`src/rtl/lsu_ctrl.sv`:
```
// lsu_ctrl: load/store sequencer for the RV32I core.
// Takes one decoded LOAD/STORE at a time and checks its alignment.
// It then drives a single-outstanding req/gnt/rvalid memory handshake.
// When the access ends it returns formatted load data or a precise exception.
module lsu_ctrl #(
  parameter int TIMEOUT = 255
) (
  input  logic        clk,
  input  logic        rst,
  input  logic        start,
  input  logic        is_load,
  input  logic        is_store,
  input  logic [2:0]  funct3,
  input  logic [31:0] addr,
  input  logic [31:0] store_data,
  input  logic [4:0]  rd,
  output logic        busy,
  output logic        mem_req,
  output logic        mem_we,
  output logic [31:0] mem_addr,
  output logic [3:0]  mem_be,
  output logic [31:0] mem_wdata,
  input  logic        mem_gnt,
  input  logic        mem_rvalid,
  input  logic [31:0] mem_rdata,
  output logic        done,
  output logic        wb_valid,
  output logic [4:0]  wb_rd,
  output logic [31:0] wb_data,
  output logic        exc,
  output logic [3:0]  exc_cause,
  output logic [31:0] exc_tval
);

  localparam logic [1:0] IDLE = 2'd0;
  localparam logic [1:0] REQ  = 2'd1;
  localparam logic [1:0] WAIT = 2'd2;
  localparam logic [1:0] DONE = 2'd3;

  // The counter only has to reach TIMEOUT-1. The timeout fires at the end of that cycle.
  localparam int CW = (TIMEOUT > 1) ? $clog2(TIMEOUT) : 1;
  localparam logic [CW-1:0] TO_LAST = CW'((TIMEOUT > 0) ? TIMEOUT - 1 : 0);

  localparam logic [3:0] CAUSE_LD_MISALIGN = 4'd4;
  localparam logic [3:0] CAUSE_LD_FAULT    = 4'd5;
  localparam logic [3:0] CAUSE_ST_MISALIGN = 4'd6;
  localparam logic [3:0] CAUSE_ST_FAULT    = 4'd7;

  logic [1:0]    state_reg, state_next;
  logic          load_reg;
  logic [2:0]    funct3_reg;
  logic [31:0]   addr_reg;
  logic [31:0]   sdata_reg;
  logic [4:0]    rd_reg;
  logic [CW-1:0] cnt_reg;
  logic          exc_reg;
  logic [4:0]    wb_rd_reg;
  logic [31:0]   wb_data_reg;
  logic [3:0]    exc_cause_reg;
  logic [31:0]   exc_tval_reg;

  logic          f3_ok;
  logic          legal;
  logic          misaligned;
  logic          to_hit;
  logic          complete_now;
  logic          fault_now;
  logic [1:0]    off;
  logic [3:0]    be_fmt;
  logic [31:0]   wdata_fmt;
  logic [7:0]    rbyte [4];
  logic [7:0]    ld_byte;
  logic [15:0]   ld_half;
  logic [31:0]   ld_fmt;

  // Issue decode. This checks that funct3 is valid for the class, that the class is exactly one of load/store, and that the access is aligned.
  always_comb begin
    f3_ok = 1'b0;
    if (is_load)
      f3_ok = funct3 inside {3'b000, 3'b001, 3'b010, 3'b100, 3'b101};
    else
      f3_ok = funct3 inside {3'b000, 3'b001, 3'b010};
    legal      = start & (is_load ^ is_store) & f3_ok;
    misaligned = ((funct3[1:0] == 2'b01) & addr[0]) |
                 ((funct3[1:0] == 2'b10) & (addr[1:0] != 2'b00));
  end

  // The timeout is reached when the count hits its last value. It is disabled when TIMEOUT is 0.
  always_comb begin
    to_hit       = (TIMEOUT != 0) && (cnt_reg == TO_LAST);
    complete_now = (state_reg == WAIT) & mem_rvalid;
    fault_now    = to_hit & (((state_reg == REQ) & ~mem_gnt) |
                             ((state_reg == WAIT) & ~mem_rvalid));
  end

  // Store lane steering, based on the latched width and byte offset.
  always_comb begin
    off       = addr_reg[1:0];
    be_fmt    = 4'b1111;
    wdata_fmt = sdata_reg;
    case (funct3_reg[1:0])
      2'b00: begin
        be_fmt    = 4'b0001 << off;
        wdata_fmt = {4{sdata_reg[7:0]}};
      end
      2'b01: begin
        be_fmt    = 4'b0011 << off;
        wdata_fmt = {2{sdata_reg[15:0]}};
      end
      default: begin
        be_fmt    = 4'b1111;
        wdata_fmt = sdata_reg;
      end
    endcase
  end

  // Split the response word into byte lanes for byte-load selection.
  generate
    for (genvar gi = 0; gi < 4; gi++) begin : g_rbyte
      assign rbyte[gi] = mem_rdata[8*gi +: 8];
    end
  endgenerate

  // Load formatting. It selects a byte or halfword lane, then sign- or zero-extends it.
  always_comb begin
    ld_byte = rbyte[off];
    ld_half = addr_reg[1] ? mem_rdata[31:16] : mem_rdata[15:0];
    case (funct3_reg)
      3'b000:  ld_fmt = {{24{ld_byte[7]}}, ld_byte};
      3'b100:  ld_fmt = {24'd0, ld_byte};
      3'b001:  ld_fmt = {{16{ld_half[15]}}, ld_half};
      3'b101:  ld_fmt = {16'd0, ld_half};
      default: ld_fmt = mem_rdata;
    endcase
  end

  // Sequencer next-state logic. A grant beats a timeout in REQ, and a response beats a timeout in WAIT.
  always_comb begin
    state_next = state_reg;
    case (state_reg)
      IDLE: begin
        if (legal)
          state_next = misaligned ? DONE : REQ;
      end
      REQ: begin
        if (mem_gnt)
          state_next = WAIT;
        else if (to_hit)
          state_next = DONE;
      end
      WAIT: begin
        if (mem_rvalid || to_hit)
          state_next = DONE;
      end
      default: state_next = IDLE;
    endcase
  end

  // State, latched operation, timeout counter and held result registers.
  always_ff @(posedge clk or posedge rst) begin
    if (rst) begin
      state_reg     <= IDLE;
      load_reg      <= 1'b0;
      funct3_reg    <= 3'd0;
      addr_reg      <= 32'd0;
      sdata_reg     <= 32'd0;
      rd_reg        <= 5'd0;
      cnt_reg       <= '0;
      exc_reg       <= 1'b0;
      wb_rd_reg     <= 5'd0;
      wb_data_reg   <= 32'd0;
      exc_cause_reg <= 4'd0;
      exc_tval_reg  <= 32'd0;
    end else begin
      state_reg <= state_next;
      if (state_reg == IDLE && legal) begin
        load_reg   <= is_load;
        funct3_reg <= funct3;
        addr_reg   <= addr;
        sdata_reg  <= store_data;
        rd_reg     <= rd;
        cnt_reg    <= '0;
        exc_reg    <= misaligned;
        if (misaligned) begin
          wb_rd_reg     <= rd;
          exc_cause_reg <= is_load ? CAUSE_LD_MISALIGN : CAUSE_ST_MISALIGN;
          exc_tval_reg  <= addr;
        end
      end
      if ((state_reg == REQ || state_reg == WAIT) && cnt_reg != TO_LAST)
        cnt_reg <= cnt_reg + 1'b1;
      if (complete_now) begin
        exc_reg   <= 1'b0;
        wb_rd_reg <= rd_reg;
        if (load_reg)
          wb_data_reg <= ld_fmt;
      end else if (fault_now) begin
        exc_reg       <= 1'b1;
        wb_rd_reg     <= rd_reg;
        exc_cause_reg <= load_reg ? CAUSE_LD_FAULT : CAUSE_ST_FAULT;
        exc_tval_reg  <= addr_reg;
      end
    end
  end

  // Output decode. The memory port is driven only while the request is open.
  always_comb begin
    busy      = (state_reg != IDLE);
    mem_req   = (state_reg == REQ);
    mem_we    = mem_req & ~load_reg;
    mem_addr  = mem_req ? {addr_reg[31:2], 2'b00} : 32'd0;
    mem_be    = mem_req ? be_fmt : 4'd0;
    mem_wdata = mem_req ? wdata_fmt : 32'd0;
    done      = (state_reg == DONE);
    exc       = done & exc_reg;
    wb_valid  = done & load_reg & ~exc_reg;
    wb_rd     = wb_rd_reg;
    wb_data   = wb_data_reg;
    exc_cause = exc_cause_reg;
    exc_tval  = exc_tval_reg;
  end

endmodule

```
`config.mk`:
```
export PLATFORM = sky130hd
export DESIGN_NAME = lsu_ctrl
export DESIGN_NICKNAME = d
export VERILOG_FILES = /design/src/rtl/lsu_ctrl.sv
export SDC_FILE = /design/constraint.sdc
export NUM_CORES = 1
export LEC_CHECK = 0
export BUFFER_PORTS_ARGS = -buffer_cell sky130_fd_sc_hd__buf_2
export CORE_ASPECT_RATIO = 2
export CORE_UTILIZATION = 46
export CTS_CLUSTER_DIAMETER = 100
export DETAILED_ROUTE_END_ITERATION = 6
export HOLD_SLACK_MARGIN = 0.06
export PLACE_DENSITY_LB_ADDON = 0.12
export SLEW_MARGIN = 20
export SYNTH_ARGS = -nofsm -noshare
export SYNTH_HDL_FRONTEND = slang
export SYNTH_SLANG_ARGS = --single-unit
```
`constraint.sdc`:
```
create_clock -name clk -period 14.2 [get_ports clk]
set_input_delay 0.71 -clock clk [delete_from_list [all_inputs] [get_ports clk]]
set_output_delay 0.71 -clock clk [all_outputs]
set_load 0.03 [all_outputs]
```
==> impl_results.md <==
* Most common cell after layout, fill and taps aside: buf_2
* CTS tree: done
* CTS H-Tree Depth at 4
* Layout cells sized above 1 at a little under two fifths
* Post-layout util at 58.84%
* Max-Cap Viols at 0
* Tot Pwr at around 0.0025 W
* CTS root buffer: clkbuf_16
* Worst path cell trace: buf_4 > or2_2 > nand2_1 > a21boi_0 > buf_2
* Count of different cell masters after synthesis at 51
* Clock latency on the worst-skew pair at between 0.4 and 0.5 ns
* Pwr Density at roughly 250 mW/mm2
* Initial antenna violation count at 6
* Die X at 95.06 um
* RSZ-0062 raised after global routing: no
* Max Freq at approximately 320 MHz
* Reg area at ~0.004 mm2
* Total Routing Usage GR at 26.73%
* Largest net degree at the start of global routing at 90
* Yosys reg bits at ~160
* Die H at approximately 190 um
* TNS Setup at 0 ns
* Fill cell count at roughly 1600
* Fin crit period at approximately 3.2 ns
* WS Path Type: reg -> out
* EDFF count, synth at 0
* Count of final setup violators at 0
* Port Buf Inserts at ~260
* Die ar. at 0.01788 mm2
* Skew final at between 0.01 and 0.015 ns
* Ys Warns at 0
* Leak at between 4 and 5 nW
* Delay-heaviest family, CP: buffers and inverters
* Sequential area share after synthesis at 49.31%
* Syn Area/Cell at ~9.9 um2
* Main synth FF type: dfrtp_1
* Period utilization at 22.23%
* Measured slew at the worst slew-check pin at approximately 1.0 ns
* Syn Inst Count at a little over 800
* Max Slew Vio Count at 0
* I/O pin total at 258
* Setup bufs post-CTS at 0
* DR iter-0 viols at 314
* Area Growth Syn to Fin at 24.43%
* Crit-path slowest cell: dfrtp_2
* RD Place Congestion at 0.8336
* Longest Clk Path Bufs at 2
* CP bufs+invs at 2
* Synth Cell Area at 0.007968 mm2
* Cell accounting for the most synthesized area: dfrtp_1
* Routed WL at between 20000 and 25000 um
* CP Max Fanout at 42
* Core area at ~0.017 mm2
* Clk slew on worst S/H paths at 0.07 ns
* TritonRoute pass-1 iters at 5
* Vias post-DR at roughly 7000
* Largest cells by area after synthesis: dfrtp_1 49%, mux2_2 11%, nand3_1 4.6%
* Most frequent cells in the layout: 255 x buf_2, 156 x dfrtp_1, 76 x mux2_2, 74 x nand3_1, 66 x nand2_1
* Final Hold Viols at 0
* Clk sinks at approximately 160
* Worst slew margin at a little under a third
* Post-DP HPWL at about 16000 um
* Hold WC Path Type: in -> async
* Detail Route Antenna Nets at 0
* Drt drc at 0
* Outcome: complete, no violations
* Final nets at 1142
* DR WL/cell at approximately 19 um
* Multi-input logic area at 0.003739 mm2
* Vias in the first global route at between 6000 and 7000
* Worst setup SP type: register
* CTS buffer count at 17
* Global-route wire length before repair at approximately 36000 um
* Site Rows at 67
* Worst slack, placed at approximately 11 ns
* Total gr overflow at 0
* CP peak stage delay at about 0.7 ns
* Post-CTS sizing at 0
* Crit end category: primary output
* Worst EP arrival at 2.45 ns
* Initial Util at between 40% and 50%
* Vias per cell at 5.575
* Worst VDD drop at 125.7 uV
* Setup ws final at 11.04 ns
* # hold bufs at CTS at 0
* Synth top area share at approximately 49%
* Asr flop ratio synth at 100.0%
* Required time of the critical path at about 13 ns
-- cell type report --
class,count,area share [%]
inverters,8,0.3534
flip-flops and latches,157,39.64
clock buffers,18,4.329
repair buffers,265,13.63
diodes,5,0.1262
multi-input cells,576,37.71
clock inverters,14,1.603
well taps,207,2.612
-- per-layer routing --
layer | track usage (%) | routed length (um) | vias to the layer above
li1 | - | - | 3295
met1 | 30.58 | 8851 | 3378
met2 | 47.25 | 12240 | 256
met3 | 5.637 | 1490 | 38
met4 | 10.26 | 639 | 2
met5 | 0 | 13 | -
-- worst paths after layout --
check	from	to	slack (ns)	depth (start not counted)
max	funct3_reg[1]$_DFFE_PP0N_	mem_wdata[9]	11.04	5
min	rst	addr_reg[21]$_DFFE_PP0N_	0.43	2
max reg2reg	state_reg[1]$_DFFE_PP0P_	exc_cause[1]$_DFF_PP0_	11.62	9
min reg2reg	wb_data[6]$_DFFE_PP0P_	wb_data[6]$_DFFE_PP0P_	0.48	2
max in group asynchronous	rst	funct3_reg[1]$_DFFE_PP0N_	12.28	3
min in group clk	wb_data[6]$_DFFE_PP0P_	wb_data[6]$_DFFE_PP0P_	0.48	2
-- power by group --
group / switching, W / internal [W] / leakage (nW)
Sequential: 0.000179 / 0.000657 / 1.96
Combinational: 0.000749 / 0.000417 / 2.64
Clock: 0.000196 / 0.000263 / 0.288
-- through the flow --
step	std cells	cell area (um2)	hold WS, ns
3_5_place_dp	1213	9314	0.4544
5_1_grt	1249	9912	0.4955
2_1_floorplan	806	7971	0.4740
6_report	1250	9915	0.4262
4_1_cts	1245	9902	0.4670
3_3_place_gp	1213	9314	0.4528
-- cell usage after synthesis, drive strengths merged, types with 6 or more instances --
cell type / number
buf: 21
nor3: 6
a21boi: 9
clkbuf: 44
mux2i: 22
mux2: 76
a31oi: 42
a22o: 6
nor2b: 15
and2: 51
o21ai: 63
nand3: 74
nor2: 59
nand2: 67
a22oi: 7
dfrtp: 157
a21oi: 19
ha: 6
inv: 8
-- worst register-to-register path, delay by kind of cell (launching register included) --
kind	cells	cell delay (ns)
buf+inv	3	0.95
flops	1	0.40
fa+ha+maj	1	0.17
simple gates	2	0.33
compound gates	3	0.59
-- kinds of logic after synthesis --
kind of cell    share of synthesized area (%)
simple gates                            17.68
compound gates                          13.90
flops                                   49.31
mux                                     13.79
buf+inv                                 4.114
fa+ha+maj                              0.9422
xor+xnor                               0.2199
other cells                           0.04707
Note: power is estimated with default switching activity, not from simulation.
